--- config.mk ---
export PLATFORM = sky130hd
export DESIGN_NAME = mop_accum_ctrl_flat
export DESIGN_NICKNAME = d
export VERILOG_FILES = /design/src/rtl/mop_accum_ctrl_if.sv /design/src/rtl/mop_accum_ctrl.sv /design/src/flat_wrapper.sv
export SDC_FILE = /design/constraint.sdc
export NUM_CORES = 1
export LEC_CHECK = 0
export CORE_UTILIZATION = 45
export DETAILED_ROUTE_END_ITERATION = 16
export PLACE_DENSITY = 0.77
export SYNTH_ARGS = -nofsm -noshare
export SYNTH_HDL_FRONTEND = slang
export SYNTH_SLANG_ARGS = --single-unit
--- constraint.sdc ---
create_clock -name clk -period 3.2 [get_ports clk]
set_input_delay 0.64 -clock clk [delete_from_list [all_inputs] [get_ports clk]]
set_output_delay 0.64 -clock clk [all_outputs]
set_load 0.1 [all_outputs]
--- src/rtl/mop_accum_ctrl_if.sv ---
// Job/operand/result bundle for the multi-operand accumulator controller.
// Every valid/ready pair transfers on a rising edge where both are high; ready never looks at valid.
interface mop_accum_ctrl_if #(
  parameter int SUM_W = 12
);
  logic             start;
  logic [4:0]       num_ops;
  logic             abort;
  logic             op_valid;
  logic [7:0]       op_data;
  logic             op_ready;
  logic [SUM_W-1:0] sum;
  logic             sum_valid;
  logic             sum_ready;
  logic             busy;
  logic             err;
  logic [1:0]       state_dbg;

  modport master (
    output start, num_ops, abort, op_valid, op_data, sum_ready,
    input  op_ready, sum, sum_valid, busy, err, state_dbg
  );

  modport slave (
    input  start, num_ops, abort, op_valid, op_data, sum_ready,
    output op_ready, sum, sum_valid, busy, err, state_dbg
  );
endinterface

--- src/rtl/mop_accum_ctrl.sv ---
// Accumulates num_ops unsigned bytes through a single 8-bit adder; the carry-out
// bumps the upper accumulator bits in the same cycle.
module adder8 (
    input  logic [7:0] a,
    input  logic [7:0] b,
    input  logic       ci,
    output logic [7:0] s,
    output logic       co
);
    assign {co, s} = {1'b0, a} + {1'b0, b} + {8'b0, ci};
endmodule

module mop_accum_ctrl #(
    parameter int MAX_OPS = 8,
    parameter int SUM_W   = 12
) (
    input  logic              clk,
    input  logic              rst_n,
    mop_accum_ctrl_if.slave   bus
);
    typedef enum logic [1:0] {
        IDLE  = 2'd0,
        ACCUM = 2'd1,
        DONE  = 2'd2
    } state_t;

    localparam logic [4:0] MAX_OPS_W = 5'(MAX_OPS);

    state_t           state, state_nx;
    logic [SUM_W-1:0] acc;
    logic [4:0]       count;
    logic             err_q;
    logic             load;
    logic             err_nx;
    logic             xfer;
    logic             legal;
    logic [7:0]       add_s;
    logic             add_co;

    adder8 u_adder8 (
        .a  (acc[7:0]),
        .b  (bus.op_data),
        .ci (1'b0),
        .s  (add_s),
        .co (add_co)
    );

    // abort gates ready so an aborted cycle can never also transfer an operand
    assign bus.op_ready  = (state == ACCUM) && !bus.abort;
    assign xfer          = bus.op_valid && bus.op_ready;
    assign legal         = (bus.num_ops != 5'd0) && (bus.num_ops <= MAX_OPS_W);
    assign bus.sum       = acc;
    assign bus.sum_valid = (state == DONE);
    assign bus.busy      = (state != IDLE);
    assign bus.err       = err_q;
    assign bus.state_dbg = state;

    always_comb begin
        state_nx = state;
        load     = 1'b0;
        err_nx   = 1'b0;
        case (state)
            IDLE: begin
                if (bus.start) begin
                    if (legal) begin
                        state_nx = ACCUM;
                        load     = 1'b1;
                    end else begin
                        err_nx = 1'b1;
                    end
                end
            end
            ACCUM: begin
                if (bus.abort)
                    state_nx = IDLE;
                else if (xfer && (count == 5'd1))
                    state_nx = DONE;
            end
            DONE: begin
                if (bus.sum_ready)
                    state_nx = IDLE;
            end
            default: state_nx = IDLE;
        endcase
    end

    always_ff @(posedge clk or negedge rst_n) begin
        if (!rst_n) begin
            state <= IDLE;
            acc   <= '0;
            count <= '0;
            err_q <= 1'b0;
        end else begin
            state <= state_nx;
            err_q <= err_nx;
            if (load) begin
                acc   <= '0;
                count <= bus.num_ops;
            end else if (xfer) begin
                acc[7:0]       <= add_s;
                acc[SUM_W-1:8] <= acc[SUM_W-1:8] + (SUM_W-8)'(add_co);
                count          <= count - 5'd1;
            end
        end
    end
endmodule
--- src/flat_wrapper.sv ---
// flat-port wrapper written by rule: the top's interface ports become plain ports
module mop_accum_ctrl_flat 
#(
    parameter int MAX_OPS = 8,
    parameter int SUM_W   = 12
)
  (clk, rst_n, bus_start, bus_num_ops, bus_abort, bus_op_valid, bus_op_data, bus_sum_ready, bus_op_ready, bus_sum, bus_sum_valid, bus_busy, bus_err, bus_state_dbg);
  mop_accum_ctrl_if #(.SUM_W(SUM_W)) bus_i ();
  input  logic clk;
  input  logic rst_n;
  input wire logic [$bits(bus_i.start)-1:0] bus_start;
  input wire logic [$bits(bus_i.num_ops)-1:0] bus_num_ops;
  input wire logic [$bits(bus_i.abort)-1:0] bus_abort;
  input wire logic [$bits(bus_i.op_valid)-1:0] bus_op_valid;
  input wire logic [$bits(bus_i.op_data)-1:0] bus_op_data;
  input wire logic [$bits(bus_i.sum_ready)-1:0] bus_sum_ready;
  output wire logic [$bits(bus_i.op_ready)-1:0] bus_op_ready;
  output wire logic [$bits(bus_i.sum)-1:0] bus_sum;
  output wire logic [$bits(bus_i.sum_valid)-1:0] bus_sum_valid;
  output wire logic [$bits(bus_i.busy)-1:0] bus_busy;
  output wire logic [$bits(bus_i.err)-1:0] bus_err;
  output wire logic [$bits(bus_i.state_dbg)-1:0] bus_state_dbg;
  assign bus_i.start = bus_start;
  assign bus_i.num_ops = bus_num_ops;
  assign bus_i.abort = bus_abort;
  assign bus_i.op_valid = bus_op_valid;
  assign bus_i.op_data = bus_op_data;
  assign bus_i.sum_ready = bus_sum_ready;
  assign bus_op_ready = bus_i.op_ready;
  assign bus_sum = bus_i.sum;
  assign bus_sum_valid = bus_i.sum_valid;
  assign bus_busy = bus_i.busy;
  assign bus_err = bus_i.err;
  assign bus_state_dbg = bus_i.state_dbg;
  mop_accum_ctrl #(.MAX_OPS(MAX_OPS), .SUM_W(SUM_W)) u_core (.clk(clk), .rst_n(rst_n), .bus(bus_i));
endmodule
[Word level (Yosys, flattened, before mapping)]
Cells that the tools add are included.
Cells by class
  shift-type cells: 0
  bitwise operators: 0
  order comparisons: 1
  add/subtract/negate cells: 3
  equal/unequal tests: 7
  reductions and logical operators: 10
  multipliers: 0
  muxes and demuxes: 16
  divide/modulo/power cells: 0
Operator list (count)
  two-way mux 12 bit: 2
  two-way mux 2 bit: 5
  two-way mux 5 bit: 2
  adder 8 x 8 -> 9 bit: 1
  two-way mux 1 bit: 6
  one-hot mux 2 bit (3 select lines): 1
  == test 5 x 1 -> 1 bit, second input constant: 1
  less-or-equal comparator 5 x 4 -> 1 bit, second input constant: 1
  nonzero test 5 bit: 1
  subtractor 5 x 1 -> 5 bit, second input constant: 1
  adder 4 x 1 -> 4 bit: 1
  logical AND 1 bit: 4
  inequality test 2 bit, second input constant: 2
  AND reduction 4 bit: 1
  nonzero test 2 bit: 2
  inequality test 3 bit, second input constant: 1
  == test 2 x 1 -> 1 bit, second input constant: 1
  == test 2 bit, second input constant: 1
  zero test 2 bit: 1
  inequality test 2 x 1 -> 1 bit, second input constant: 1
  zero test 1 bit: 1
Word-level totals
  memories kept: 0
  word-level logic and storage cells: 41
  bits in read-only memories: 0
  bits in latches: 0
  output and inout port bits: 18
  bits of input ports: 19
  bits in writable memories: 0
  flip-flop bits (word level): 20

[Depth between registers and ports, before layout]
  depth after elaboration: 7
  gate-level depth with buffers: 13
  mapped depth without buffers: 13

[By module]
A second synthesis with hierarchy kept.
Unflattened totals
  cell total of the unflattened synthesis: 146
  area, all modules: 1360.1 µm²
Modules (own cells, without submodules)
  mop_accum_ctrl: seq. area each 500.5 µm², times used 1, area each 1028.5 µm², cells an instance 106
  adder8: seq. area each 0.0 µm², times used 1, area each 331.6 µm², cells an instance 40

[Worst setup path after synthesis]
Ideal clock, no wire load.
  path type: register to register
  start: register u_core.state[0] (netlist: u_core.bus.state_dbg[0])
  end: register u_core.count[4]
  arrival: 3.273 ns
  library setup time: 0.138 ns
  required time: 3.062 ns
  path slack: -0.210 ns
  period minus slack after synthesis: 3.410 ns
  cell stages (with the launch flop): 6
  path buffers: 0
  cell sequence: dfrtp_1 nor3b_2 nand2_1 nor3_1 xnor2_1 nor2_1
On the way
  longest elaborated chain between the ends: 4
  elaborated cells on any way between the ends: 7
  those cells by class: eq/ne: 1; mux: 2; reduce/logical: 4
Ends and longest elaborated chain
  start: declaration: RTL line mop_accum_ctrl.sv:29  | state_t state, state_nx;
  start signal: assignment: RTL line mop_accum_ctrl.sv:94  | state <= state_nx;
  == test 2 x 1 -> 1 bit: RTL line mop_accum_ctrl.sv:49  | assign bus.op_ready = (state == ACCUM) && !bus.abort;
  logical AND 1 bit: RTL line mop_accum_ctrl.sv:49
  named net bus_op_ready: RTL line flat_wrapper.sv:17  | output wire logic [$bits(bus_i.op_ready)-1:0] bus_op_ready;
  logical AND 1 bit: RTL line mop_accum_ctrl.sv:50  | assign xfer = bus.op_valid && bus.op_ready;
  nonzero test 2 bit (no source line)
  end signal: assignment: RTL line mop_accum_ctrl.sv:98  | count <= bus.num_ops;
  end signal: assignment: RTL line mop_accum_ctrl.sv:102  | count <= count - 5'd1;
  end: declaration: RTL line mop_accum_ctrl.sv:31  | logic [4:0] count;
The timed path passes the listed nets, and every way through them passes these cells.
A chain may end at the register's enable or synchronous reset.

[Worst setup path in the final report]
  start: input bus_op_data[0]
  end: register u_core.acc[9] (netlist: u_core.bus.sum[9])
On the way
  longest elaborated chain between the ends: 4
Ends and longest elaborated chain
  start: declaration: RTL line flat_wrapper.sv:15  | input wire logic [$bits(bus_i.op_data)-1:0] bus_op_data;
  adder 8 x 8 -> 9 bit: RTL line mop_accum_ctrl.sv:10  | assign {co, s} = {1'b0, a} + {1'b0, b} + {8'b0, ci};
  adder 4 x 1 -> 4 bit: RTL line mop_accum_ctrl.sv:101  | acc[SUM_W-1:8] <= acc[SUM_W-1:8] + (SUM_W-8)'(add_co);
  two-way mux 12 bit: RTL line mop_accum_ctrl.sv:99  | end else if (xfer) begin
  two-way mux 12 bit: RTL line mop_accum_ctrl.sv:96  | if (load) begin
  end signal: indexed assignment: RTL line mop_accum_ctrl.sv:101
  end: declaration: RTL line mop_accum_ctrl.sv:30  | logic [SUM_W-1:0] acc;
No other way between the ends. The select of a mux whose other input is x is not followed.

==> qor.csv <==
metric,value,unit
PortBufs,36,
Chip Width,54.3,µm
Routed Antenna Nets,0,
vias in the first global route,1086,
RR Startpoint,u_core.bus.sum[0]$_DFFE_PN0P_,
Hold Buf Count CTS,0,
initial drt markers,15,
io pins,37,
area delta synth->final,30.3,%
Synth Warn #,0,
Num CTS Buffers,3,
proportion of layout cells with a drive suffix above 1,0.160,
Worst-Margin Slew,908,ps
Register-to-Register Path Depth,11,
setup violators final,0,
Power Dens Cells,785,nW/µm²
max layer used,met4,
post-CTS resize count,0,
Final Instance Area,1610,µm²
drt pass-1 iters,4,
Final period util,0.891,
die area,2950,µm²
final worst slack,349,ps
Crit. End Element,flop,
Util after Layout,0.636,
setup repair bufs after CTS,0,
chip height,54.3,µm
"wirelength, routed",2650,µm
GRT overflow,0,
sequential cell area fraction in the yosys report,0.406,
area of the core,2520,µm²
CTS Buffer Depth,2,
Final Hold Viols,0,
R2R setup slack,760,ps
Worst Hold Endpoint,u_core.bus.sum[7]$_DFFE_PN0P_,
crit path DAT,3040,ps
leak pwr,0.777,nW
CP most frequent cell,ha_1,
post-synthesis cell count,125,
Post-synth EDFFs,0,
crit path launch type,primary input,
Setup WS pre-CTS,62.0,ps
"Net Count, Synth",157,
drt wl/cell,13.7,µm
"Largest stage delay, worst path",460,ps
reg-to-reg endpoint,u_core.bus.sum[9]$_DFFE_PN0P_,
synthesized area,1230,µm²
hold path depth,2,
relative slew slack,0.393,
row count,18,
"Slowest-stage cell, CP",clkdlybuf4s50_1,
M1 WL,1120,µm
DR WL met2,1330,µm
clk sinks,20,
most frequent cells in the layout,"dfrtp_1, buf_4, clkdlybuf4s50_1",
Crit Path Class,in -> reg,
Synth async-reset ratio,1.00,
dpl hpwl,2070,µm
CTS Root Buffer Type,clkbuf_4,
clk_skew,6.60,ps
Worst VDD drop,0.000584,V
Synth cell types,37,
max-slew violation count,0,
f_max,0.351,GHz
CP max FO,3,
worst path bufs/invs,2,
syn_area_per_cell,9.86,µm²
worst hold start,u_core.bus.sum[7]$_DFFE_PN0P_,
fin crit period,2850,ps
largest net degree at the start of global routing,21,
via/cell ratio,5.60,
number of max-cap violations,0,
crit path from,bus_op_data[0],
initial cell density of the core,0.489,
WL met3,161,µm
Top Family by Delay on Critical Path,adder cells,
"most common cell after layout, fill and taps aside",dfrtp_1,
initial antenna violation count,0,
clk_lat worst skew,290,ps
Critical Path RT,3380,ps
Placement Cell Area,1580,µm²
status,finished clean,
CP cell instances,clkdlybuf4s50_1 -> ha_1 -> inv_1 -> fa_1 -> nand2b_1 -> a21oi_1 -> o21a_1 -> o211ai_1 -> nand2_1 -> ha_1 -> ha_1 -> a22o_1,
Synth Flop Type,dfrtp_1,
number of remaining DRC errors,0,
CTS tree,done,
RSZ-0062 raised after global routing,false,
clock-pin slew on the worst setup and hold paths,110,ps
Tot Pwr,1.26,mW
Yosys reg bits,20,
setup_tns,0,ps
routability congestion estimate from global placement,0.788,
Antenna Cells,0,
first-pass GRT wire length,4400,µm
Nets,197,
H-tree levels,1,
Total GRT Usage,0.211,
Hold Crit Class,reg -> reg,
via count,1080,
## metal layers
metal,GRT usage,vias up
met5,0,-
met4,0.0897,0
met3,0.0278,4
met2,0.392,34
met1,0.238,509
li1,-,533
## logic make-up after synthesis
| logic type | synth area share |
|---|---|
| AOI/OAI and AO/OA | 0.205 |
| xor gates and xnor gates | 0.0355 |
| adders and majority gates | 0.138 |
| buffers and inverters | 0.0345 |
| DFF | 0.406 |
| and+or+nand+nor | 0.181 |
## final cells by class
| type | count | area [µm²] |
|---|---|---|
| Clock buffer | 3 | 22.5 |
| Inverter | 7 | 26.3 |
| Tap cell | 30 | 37.5 |
| Timing Repair Buffer | 37 | 323 |
| Sequential cell | 20 | 500 |
| Multi-Input combinational cell | 96 | 696 |
| Fill cell | 219 | 917 |
## report_power, final
group	switching [mW]	internal (mW)	total (mW)
logic	0.548	0.221	0.769
clock network	0.0706	0.0437	0.114
registers	0.0598	0.317	0.377
total	0.679	0.582	1.26
## registers in the layout (all words and copies together) (netlist names)
register / count
u_core.bus.err: 1
u_core.count: 5
u_core.bus.sum: 12
u_core.bus.state_dbg: 2
## stage by stage
| stage | std cells | hold WS [ps] |
|---|---|---|
| after global routing | 193 | 546 |
| final | 193 | 529 |
| after CTS | 193 | 537 |
| after global placement | 190 | 502 |
| after detailed placement | 190 | 512 |
| after floorplan | 125 | 344 |
## tightest hold or removal path, cell delays in order, from the launching register on
cell,delay (ps)
dfrtp_1,390
nand2_1,50
o21ai_0,60
## cells in the mapped netlist (all sizes together), types with 2 or more instances
library cell | instances | share of area
o21ai | 12 | 0.049
xor2 | 4 | 0.028
a21oi | 4 | 0.016
a22o | 5 | 0.036
ha | 12 | 0.12
inv | 7 | 0.021
a211oi | 2 | 0.012
nand2 | 11 | 0.034
nor4 | 2 | 0.022
a32o | 2 | 0.016
nor2 | 11 | 0.036
nor3 | 4 | 0.016
dfrtp | 20 | 0.41
a22oi | 2 | 0.012
nand2b | 6 | 0.030
o211ai | 2 | 0.012
buf | 2 | 0.013
## worst max path at each step
stage	to	slack (ps)	cells past startpoint
4_1_cts	u_core.bus.sum[9]$_DFFE_PN0P_	370	12
2_1_floorplan	bus_sum_valid	100	1
6_report	u_core.bus.sum[9]$_DFFE_PN0P_	350	12
3_5_place_dp	u_core.bus.sum[9]$_DFFE_PN0P_	60	12
3_3_place_gp	u_core.bus.sum[9]$_DFFE_PN0P_	130	12
5_1_grt	u_core.bus.sum[10]$_DFFE_PN0P_	170	14
Note: power is estimated with default switching activity, not from simulation.
==> edit 1, RTL diff (config.mk and constraints unchanged) <==
Reset style: synchronous (`rst_n`), changed in one clocked block.
--- a/src/rtl/mop_accum_ctrl.sv
+++ b/src/rtl/mop_accum_ctrl.sv
@@ -84,7 +84,7 @@
         endcase
     end
 
-    always_ff @(posedge clk or negedge rst_n) begin
+    always_ff @(posedge clk) begin
         if (!rst_n) begin
             state <= IDLE;
             acc   <= '0;
Behaviour: differs if rst_n is asserted again (counterexample within 4 cycles, from zero or initial values and one cycle with rst_n low); with rst_n held inactive, the same outputs for 10 cycles.
==> edit 1 against the original RTL <==
  * Synthesized area shrank 1.1%
  * First-iteration DRC count shrank 27%
  * Clock skew grew 1.3 ps
  * Wire length shrank 0.11%
  * Via count grew 6.8%
  * Final area shrank 0.86%
  * Setup slack gained 33 ps
  * Cell count grew 9.3%
  * Critical path depth grew 1
  * Sequential cell count is the same
Power is not compared: it rests on default switching activity, and its combinational part moved more than twofold at a synthesized area within 25%.
==> edit 1: results (changes against the original RTL) <==
* **run status** completed
* **pre-CTS setup slack** 80.5 ps, +18.5 ps
* **Worst Path Arrival** 3020 ps, -20 ps
* **number of filler instances in the final layout** 221, +0.91%
* **final worst-path cycle share** 88.1%, -1.0 points
* **Port-buffer cells** 36, unchanged
* **DP Area** 1560 um2, -1.7%
* **flip-flop cell with the highest count after synthesis** dfxtp_1
* **reg-to-reg setup timing slack** 780 ps, +20 ps
* **half-perimeter wire length after detailed placement** 2030 um, -2.1%
* **termination of the worst setup path** u_core.bus.sum[10]
* **headroom to the max-slew limit** 68.3%, +29 points
* **via count** 1153, +6.8%
* **Post-Syn Area per Cell** 8.40 um2, -15%
* **pwr dens** 320 nW/um2
* **DR vias/cell** 5.46, -2.3%
* **async set-or-reset flop fraction in the synthesized netlist** 0%, -100 points
* **portion of synthesized cell area occupied by the leading cell type** 32.9%, -7.8 points
* **most instantiated cells after synthesis** 20 x dfxtp_1, 19 x nand2_1, 13 x a21oi_1
* **total global-route track usage** 19.3%, -1.8 points
* **Critical-path top delay cell** clkdlybuf4s50_1
* **worst-case clock skew** 7.87 ps, +1.27 ps
* **first-pass GRT wire length** 4070 um, -7.4%
* **number of unique standard cell types used by synthesis** 39, +5.4%
* **leading post-synthesis cells by cell area** dfxtp_1 33%, ha_1 12%, nand2_1 5.9%
* **share of cells above drive strength 1** 15.5%, -0.48 points
* **portion of the post-synthesis area used by sequential elements** 32.9%, -7.8 points
* **launch point of the worst reg-to-reg path** u_core.bus.sum[0]
* **CTS Buf Count** 3, unchanged
* **number of DRC markers in iteration 0** 11, -4
* **largest net degree at the start of global routing** 17, -19%
* **total routed wirelength** 2640 um, -0.11%
* **Min-Delay Endpoint** u_core.bus.sum[3]
* **hold path start** u_core.bus.sum[3]
* **final hold slack** 483 ps, -46.5 ps
* **routability congestion estimate from global placement** 0.850, +7.8%
* **number of nets in the finished design** 214, +8.6%
* **synthesized net count** 177, +13%
* **number of global-route vias before repair** 957, -12%
-- edit 1: cell count changes after synthesis, moves of 4 or more --
cell	delta
nand2b_1	-5
a22o_1	-5
a21oi_1	+9
nand4_1	+4
dfrtp_1	-20
nand3_1	+5
dfxtp_1	+20
o21ai_0	-7
nand2_1	+8
-- edit 1: power breakdown --
| part | leakage [nW] | switching [W] | internal, W | total, W |
|---|---|---|---|---|
| sequential | 0.162 | 0.00000467 | 0.000254 | 0.000259 |
| clock | 0.0210 | 0.0000799 | 0.0000694 | 0.000149 |
| combinational | 0.510 | 0.0000575 | 0.0000434 | 0.000101 |
| total | 0.693 | 0.000142 | 0.000367 | 0.000509 |
-- edit 1: worst reg2reg max path, delay by kind of cell, from the launching register on --
kind | cells | cell delay [ps]
xor+xnor | 1 | 150
compound gates | 3 | 470
flops | 1 | 380
simple gates | 3 | 350
buf+inv | 1 | 70
fa+ha+maj | 4 | 930
-- edit 1: cell type report --
| type | instances | area share, % |
|---|---|---|
| sequential | 20 | 25.2 |
| timing repair buffer | 38 | 20.8 |
| clock buffer | 4 | 2.28 |
| multi-input combinational | 111 | 47.6 |
| tap | 30 | 2.36 |
| inverter | 8 | 1.89 |
-- edit 1: per-layer routing --
metal | GRT usage, % | wire length, um | vias up
li1 | - | - | 590
met2 | 33.5 | 1240 | 21
met3 | 5.93 | 88 | 2
met1 | 23.7 | 1300 | 540
met4 | 2.56 | 12 | 0
met5 | 0 | 0 | -
-- edit 1: logic make-up after synthesis --
group                    share of synthesized area, %
AO/OA/AOI/OAI                                    16.8
XOR/XNOR                                         5.03
adder cells (fa/ha/maj)                          14.0
buffers and inverters                            5.95
flip-flops                                       32.9
multiplexers                                    0.821
AND/OR/NAND/NOR                                  24.5
==> edit 2, RTL diff (same flow settings) <==
Without the edit above. `MAX_OPS` is set to 8 in 2 places; all go to 7.
--- a/src/rtl/mop_accum_ctrl.sv
+++ b/src/rtl/mop_accum_ctrl.sv
@@ -11,7 +11,7 @@
 endmodule
 
 module mop_accum_ctrl #(
-    parameter int MAX_OPS = 8,
+    parameter int MAX_OPS = 7,
     parameter int SUM_W   = 12
 ) (
     input  logic              clk,
--- a/src/flat_wrapper.sv
+++ b/src/flat_wrapper.sv
@@ -1,7 +1,7 @@
 // flat-port wrapper written by rule: the top's interface ports become plain ports
 module mop_accum_ctrl_flat 
 #(
-    parameter int MAX_OPS = 8,
+    parameter int MAX_OPS = 7,
     parameter int SUM_W   = 12
 )
   (clk, rst_n, bus_start, bus_num_ops, bus_abort, bus_op_valid, bus_op_data, bus_sum_ready, bus_op_ready, bus_sum, bus_sum_valid, bus_busy, bus_err, bus_state_dbg);
Behaviour: not the same (Yosys sat finds a counterexample within 4 cycles, from zero or initial values and one cycle with rst_n low).
==> edit 2 against the original RTL <==
  * Synthesized area rose by 1.3%
  * Wire length rose by 5.2%
  * Largest cell class unchanged
  * Sequential cell count did not move
  * Largest power group unchanged
  * Maximum frequency barely moved
  * Via count barely moved
  * Final area rose by 3.3%
  * Setup slack got worse by 1.6 ps
  * Power fell by 0.97%
==> edit 2: results (changes against the original RTL) <==
* **synthesized-area fraction occupied by ao, oa, aoi and oai cells** 19.6%, -0.87 points
* **synthesized net count** 155, -1.3%
* **pre-CTS setup slack** 27.2 ps, -34.8 ps
* **met2 usage** 37.1%, -2.1 points
* **leading post-synthesis cells by cell area** dfrtp_1 40%, ha_1 12%, o21ai_0 4.0%
* **reg-to-reg setup timing slack** 730 ps, -30 ps
* **final hold slack** 541 ps, +11.1 ps
* **DP Area** 1610 um2, +1.4%
* **Worst Path Arrival** 3070 ps, +30 ps
* **GR Layer Usage met3** 5.83%, +3.1 points
* **total routed wirelength** 2780 um, +5.2%
* **async set-or-reset flop fraction in the synthesized netlist** 100%, unchanged
* **Syn-to-layout area delta** 32.8%
* **met1 GRT Util** 25.8%, +2.0 points
* **number of filler instances in the final layout** 217, -0.91%
* **synthesized-area fraction occupied by adder cells** 13.6%, -0.18 points
* **worst-case clock skew** 3.34 ps, -3.26 ps
* **portion of the post-synthesis area used by sequential elements** 40.1%, -0.53 points
* **Wirelength per Cell** 14.4 um, +5.2%
* **run status** completed
* **cell total after placement** 189, -0.53%
* **share of cells above drive strength 1** 19.6%, +3.7 points
* **number of unique standard cell types used by synthesis** 38, +2.7%
* **most instantiated cells after synthesis** 20 x dfrtp_1, 12 x ha_1, 11 x nor2_1
* **clock latency on the worst-skew pair** 310 ps, +20 ps
* **number of nets in the finished design** 196, -0.51%
* **Sw Share** 48.8%, -5.0 points
* **parity-gate share of the synthesized area counting xor and xnor cells** 4.21%, +0.66 points
* **first-pass GRT wire length** 4510 um, +2.5%
* **post-synthesis cell count** 123, -1.6%
* **number of DRC markers in iteration 0** 12, -3
* **final worst-path cycle share** 89.2%, about the same
* **maximum ir drop on the vdd rail** 574 uV, -1.6%
* **via count** 1081, +0.093%
* **total global-route track usage** 21.6%, +0.44 points
* **hold path start** u_core.bus.sum[3]
* **Min-Delay Endpoint** u_core.bus.sum[3]
-- edit 2: routing by layer --
metal / vias to the layer above / wire length, um
met2: 25 / 1360
met4: 0 / 32
met5: - / 0
li1: 521 / -
met3: 4 / 111
met1: 531 / 1280
-- edit 2: final cells by class --
cell class,instances,area share [%]
Tap cell,30,2.26
Timing Repair Buffer,38,19.9
Clock buffer,3,1.36
Multi-Input combinational cell,93,42.6
Clock inverter,1,1.81
Sequential cell,20,30.2
Inverter,8,1.81
-- edit 2: critical path: stages --
cell and delay, ps:
clkdlybuf4s50_1 460, ha_1 200, inv_1 70, fa_1 370, nand2b_1 200, a21oi_1 200
o21a_1 170, o211ai_1 90, nand2_1 80, ha_1 160, ha_1 230, a22o_1 200
-- edit 2: power groups by stage --
stage               clock (W)  combinational (W)  sequential [W]
floorplan                   0           0.000267        0.000612
global placement            0           0.000659        0.000358
detailed placement          0           0.000675        0.000362
CTS                  0.000219           0.000677        0.000357
global route         0.000230           0.000721        0.000366
finish               0.000214           0.000676        0.000358
